**src/rtl/sd_image_read_ctrl.sv**
```systemverilog
// Multi-sector SD image read sequencer. Issues one sector read at a time once the
// downstream FIFO can take a whole sector, forwards read data into the FIFO, and
// reports per-image completion plus sticky error flags.
module sd_image_read_ctrl #(
  parameter logic [31:0] START_SEC  = 32'd20000,
  parameter int unsigned SEC_NUM    = 1200,
  parameter int unsigned SEC_WORDS  = 256,
  parameter int unsigned FIFO_DEPTH = 2048,
  parameter int unsigned LEN_W      = 11,
  parameter int unsigned BUSY_TO    = 64
) (
  input  logic             clk,
  input  logic             rst,
  input  logic             sd_init_done,
  input  logic             image_read_req,
  input  logic             rd_busy,
  input  logic             rd_val_en,
  input  logic [15:0]      rd_val_data,
  output logic             rd_start_en,
  output logic [31:0]      rd_sec_addr,
  output logic             fifo_wr_en,
  output logic [15:0]      fifo_wr_data,
  input  logic             fifo_full,
  input  logic [LEN_W-1:0] fifo_wr_len,
  output logic             busy,
  output logic             image_done,
  output logic [15:0]      sec_cnt,
  output logic [2:0]       err_flag
);

  localparam int unsigned     TO_W      = (BUSY_TO > 2) ? $clog2(BUSY_TO) : 1;
  // Highest fill level that still leaves room for one full sector.
  localparam logic [LEN_W:0]  ROOM_LIM  = (LEN_W + 1)'(FIFO_DEPTH - SEC_WORDS);
  localparam logic [8:0]      WORDS_EXP = 9'(SEC_WORDS);
  localparam logic [TO_W-1:0] TO_LAST   = TO_W'(BUSY_TO - 1);
  localparam logic [15:0]     SEC_LAST  = 16'(SEC_NUM);

  typedef enum logic [2:0] {
    StIdle,
    StWaitRoom,
    StStart,
    StWaitBusy,
    StXfer,
    StNext
  } state_e;

  state_e          state_q, state_d;
  logic            req_q;
  logic [8:0]      word_cnt_q;
  logic [TO_W-1:0] to_cnt_q;

  logic       req_accept;
  logic       room_ok;
  logic       to_hit;
  logic [8:0] word_cnt_inc;
  logic [8:0] word_cnt_nxt;

  // Request edges only count in IDLE with a ready card; anything else is dropped.
  assign req_accept   = (state_q == StIdle) & sd_init_done & image_read_req & ~req_q;
  assign room_ok      = ({1'b0, fifo_wr_len} <= ROOM_LIM);
  assign to_hit       = (to_cnt_q == TO_LAST);
  assign word_cnt_inc = (word_cnt_q == 9'd511) ? word_cnt_q : word_cnt_q + 9'd1;
  // Includes a word arriving in the same cycle rd_busy falls.
  assign word_cnt_nxt = rd_val_en ? word_cnt_inc : word_cnt_q;

  // State register.
  always_ff @(posedge clk) begin
    if (rst) begin
      state_q <= StIdle;
    end else begin
      state_q <= state_d;
    end
  end

  // Next-state logic and single-cycle strobes.
  always_comb begin
    state_d     = state_q;
    rd_start_en = 1'b0;
    image_done  = 1'b0;
    unique case (state_q)
      StIdle: begin
        if (req_accept) state_d = StWaitRoom;
      end
      StWaitRoom: begin
        if (room_ok) state_d = StStart;
      end
      StStart: begin
        rd_start_en = 1'b1;
        state_d     = StWaitBusy;
      end
      StWaitBusy: begin
        if (rd_busy) begin
          state_d = StXfer;
        end else if (to_hit) begin
          state_d = StStart;
        end
      end
      StXfer: begin
        if (!rd_busy) state_d = StNext;
      end
      StNext: begin
        if (sec_cnt == SEC_LAST) begin
          image_done = 1'b1;
          state_d    = StIdle;
        end else begin
          state_d = StWaitRoom;
        end
      end
      default: state_d = StIdle;
    endcase
  end

  // Datapath: counters, address, FIFO write port, status and error flags.
  always_ff @(posedge clk) begin
    if (rst) begin
      req_q        <= 1'b0;
      word_cnt_q   <= '0;
      to_cnt_q     <= '0;
      rd_sec_addr  <= '0;
      fifo_wr_en   <= 1'b0;
      fifo_wr_data <= '0;
      busy         <= 1'b0;
      sec_cnt      <= '0;
      err_flag     <= '0;
    end else begin
      req_q      <= image_read_req;
      fifo_wr_en <= (state_q == StXfer) & rd_val_en & ~fifo_full;
      if ((state_q == StXfer) && rd_val_en) fifo_wr_data <= rd_val_data;

      if (req_accept) begin
        sec_cnt  <= '0;
        err_flag <= '0;
        busy     <= 1'b1;
      end

      // Address is loaded on entry so it is already valid in the start cycle.
      if (state_d == StStart) rd_sec_addr <= START_SEC + {16'd0, sec_cnt};

      case (state_q)
        StStart: begin
          word_cnt_q <= '0;
          to_cnt_q   <= '0;
        end
        StWaitBusy: begin
          if (!rd_busy) begin
            if (to_hit) begin
              err_flag[1] <= 1'b1;
            end else begin
              to_cnt_q <= to_cnt_q + 1'b1;
            end
          end
        end
        StXfer: begin
          word_cnt_q <= word_cnt_nxt;
          if (rd_val_en && fifo_full) err_flag[2] <= 1'b1;
          if (!rd_busy) begin
            if (word_cnt_nxt != WORDS_EXP) err_flag[0] <= 1'b1;
            sec_cnt <= sec_cnt + 16'd1;
          end
        end
        StNext: begin
          if (sec_cnt == SEC_LAST) busy <= 1'b0;
        end
        default: ;
      endcase
    end
  end

endmodule

```
**config.mk**
```make
export PLATFORM = sky130hd
export DESIGN_NAME = sd_image_read_ctrl
export DESIGN_NICKNAME = d
export VERILOG_FILES = /design/src/rtl/sd_image_read_ctrl.sv
export SDC_FILE = /design/constraint.sdc
export NUM_CORES = 1
export LEC_CHECK = 0
export BUFFER_PORTS_ARGS = -buffer_cell sky130_fd_sc_hd__buf_2
export CAP_MARGIN = 40
export CORE_UTILIZATION = 56
export CTS_CLUSTER_DIAMETER = 80
export DETAILED_ROUTE_END_ITERATION = 8
export GPL_TIMING_DRIVEN = 1
export MAX_ROUTING_LAYER = met4
export PLACE_DENSITY = 0.92
export SYNTH_ARGS = -nofsm -noshare
export SYNTH_HDL_FRONTEND = slang
export SYNTH_SLANG_ARGS = --single-unit
```
**constraint.sdc**
```tcl
create_clock -name clk -period 4.3 [get_ports clk]
set_input_delay 0.86 -clock clk [delete_from_list [all_inputs] [get_ports clk]]
set_output_delay 0.86 -clock clk [all_outputs]
set_load 0.05 [all_outputs]
```
==> metrics.md <==
| Metric | Value |
|---|---|
| Leak Pwr | 0.00168 uW |
| Top cell type's share of synthesized area | 40.6% |
| DRC | 0 |
| Die Area | 6750 um2 |
| Grt total ovfl | 0 |
| CTS Hold Bufs | 0 |
| Top post-synthesis cells by area | dfxtp_1 (41%), nand2_1 (7.5%), a21oi_1 (5.1%), nor2_1 (4.4%), nand3_1 (3.3%) |
| 1st-iter DRT viols | 289 |
| Synth cell types | 54 |
| Final hold violations | 0 |
| Logic pwr share | 9.9% |
| Post-DP Area | 3960 um2 |
| CTS Root Cell | clkbuf_8 |
| Chip Width | 82.2 um |
| Design area | 4190 um2 |
| Placement Rows | 28 |
| Fin crit period | 3.34 ns |
| Max FO, Critical Path | 7 |
| Ant diodes | 0 |
| Sw power | 373 uW |
| Setup_tns | 0 ns |
| CTS buffer count | 9 |
| CP Data Required Time | 3.44 ns |
| Seq pwr share | 47.7% |
| Skew-Pair Late Insertion Delay | 0.34 ns |
| Post CTS Setup Buffer Count | 0 |
| CTS tree | built |
| Power Internal | 1100 uW |
| Synth-to-Final Area Change | 16.4% |
| First-pass GRT wire length | 13,300 um |
| Number of setup violations in the final report | 0 |
| Fraction of registers with async set/reset | 0% |
| Slew margin rel. | 41.5% |
| Yosys top cell by area | dfxtp_1 |
| Sink Count | 73 |
| HP Class | flop to flop |
| Layout cells sized above 1 | 22.1% |
| Max frequency | 299 MHz |
| Synth Flop Type | dfxtp_1 |
| Tightest Pin Transition | 0.878 ns |
| Fin Clk Skew | 0.00674 ns |
| Routed len/inst | 13.8 um |
| CORE AREA | 6060 um2 |
| Largest net degree at the start of global routing | 51 |
| DP HPWL | 5800 um |
| IO Port Bufs | 89 |
| Sequential share of the synthesized area | 40.6% |
| Initial Util | 59.4% |
| Cell Area, Synth | 3600 um2 |
| Io pins | 105 |
| Clock Path Buffers | 2 |
| Commonest non-fill, non-tap cell in the layout | buf_2 |
| WS Path Type | flop to output pin |
| Die Height | 82.2 um |
| Number of max-cap violations | 0 |
| Final cycle utilization of the critical path | 77.7% |
| Outcome | finished clean |
| Initial antenna violation count | 0 |
| CP Launch Type | flop |
| Fin nets | 559 |
| Post-CTS sizing | 0 |
| Critical Path End Type | output pin |
| Clock H-tree levels | 3 |
| Global Route Usage Sum | 26.2% |
| Commonest cells after routing, fill and taps aside | buf_2 (89), dfxtp_1 (73), nand2_1 (72) |
| Vias per cell | 5.72 |
| Power Density | 351 nW/um2 |
| Detail Route Antenna Nets | 0 |
| Clock network power share | 42.4% |
| Peak VDD IR | 0.297 mV |
| Post-synth EDFFs | 0 |
| Initial DRT Pass Iterations | 5 |
| CTS clock-pin slew for the worst setup and hold paths | 0.07 ns |
| DR vias | 3,428 |
| Slew Viols, Final | 0 |
| Worst path arrival time | 2.48 ns |
| RSZ-0062 raised after global routing | no |
| Vias in the first global route | 3,042 |
| #FFs+latches synth | 73 |
| Number of synthesis warnings | 0 |
| Post-synthesis cell count | 450 |
| Gpl congestion | 0.947 |
| Post-Route WL | 8280 um |
| Mean Syn Cell Area | 8.00 um2 |
| Sw Ratio | 25.3% |
[cell usage after synthesis (all sizes together) (3+ instances only)]
library cell	count
nor2b	4
a31oi	8
buf	22
or4b	3
nand2	72
nand4	10
o211ai	8
a22oi	3
nand2b	5
o31ai	4
or3	3
xnor2	13
clkbuf	23
ha	5
and3	8
nand3	25
dfxtp	73
nor4	4
nor3	9
xor2	9
inv	7
o21ai	12
or4	6
a211oi	9
a21oi	37
nor2	42
[critical path, stage by stage, from the launching register on]
cell and delay [ns]:
dfxtp_1 0.38, or4b_2 0.67, nor4_1 0.21, nand4_1 0.17, nor3_1 0.37, buf_2 0.34
[path summary, 6_finish.rpt]
kind | from | to | slack, ns | depth (start not counted)
worst min-delay path | rd_sec_addr[12]$_SDFFE_PP0N_ | rd_sec_addr[12]$_SDFFE_PP0N_ | 0.45 | 2
worst max-delay path | sec_cnt[14]$_SDFF_PP0_ | image_done | 0.96 | 5
worst min register to register | rd_sec_addr[12]$_SDFFE_PP0N_ | rd_sec_addr[12]$_SDFFE_PP0N_ | 0.45 | 2
worst max register to register | state_q[1]$_SDFF_PP0_ | err_flag[0]$_SDFF_PP0_ | 1.73 | 5
[final cells by class]
cell class / count / area [um2]
sequential: 73 / 1460
clock buffer: 9 / 124
inverter: 7 / 26.3
timing repair buffer: 90 / 453
fill: 496 / 1870
clock inverter: 6 / 108
multi-input combinational: 339 / 1920
tap: 75 / 93.8
[power groups by stage]
stage | logic (uW) | registers [uW] | clock network [uW]
2_1_floorplan | 102 | 737 | 0
6_report | 146 | 703 | 624
3_5_place_dp | 145 | 718 | 0
5_1_grt | 156 | 705 | 666
4_1_cts | 145 | 702 | 633
3_3_place_gp | 143 | 717 | 0
[metal layers]
layer	wire [um]	GRT usage (%)	vias to the layer above	part of all wire, %
li1	-	-	1702	-
met2	4020	43.4	160	49
met3	592	4.29	14	7.2
met4	128	10.5	0	1.5
met5	0	-	-	0
met1	3540	31.6	1552	43
[sequential cells by signal, summed over array words and instances, names as in the netlist]
signal,cells
word_cnt_q,9
state_q,3
sec_cnt,16
busy,1
err_flag,3
fifo_wr_en,1
req_q,1
to_cnt_q,6
rd_sec_addr,17
fifo_wr_data,16
[through the flow]
stage	std cells	utilization (%)	setup WS, ns	hold slack (ns)	power (uW)
2_1_floorplan	464	-	0.663	0.470	838
3_3_place_gp	584	65.3	1.39	0.438	860
3_5_place_dp	584	65.3	1.35	0.444	862
4_1_cts	599	69.1	0.979	0.454	1480
5_1_grt	599	69.1	0.825	0.471	1530
6_report	599	69.1	0.957	0.450	1470
[cell families (layout without fill, tap and decap cells)]
kind of cell,Yosys count,after routing,share of synthesized area (%)
compound gates,92,92,15.8
buf+inv,52,112,7.40
xor+xnor,22,22,5.35
fa+ha+maj,5,5,1.74
flops,73,73,40.6
other cells,1,15,0.104
simple gates,201,201,27.8
mux,4,4,1.18
No activity file was read; power rests on OpenSTA's default activity.
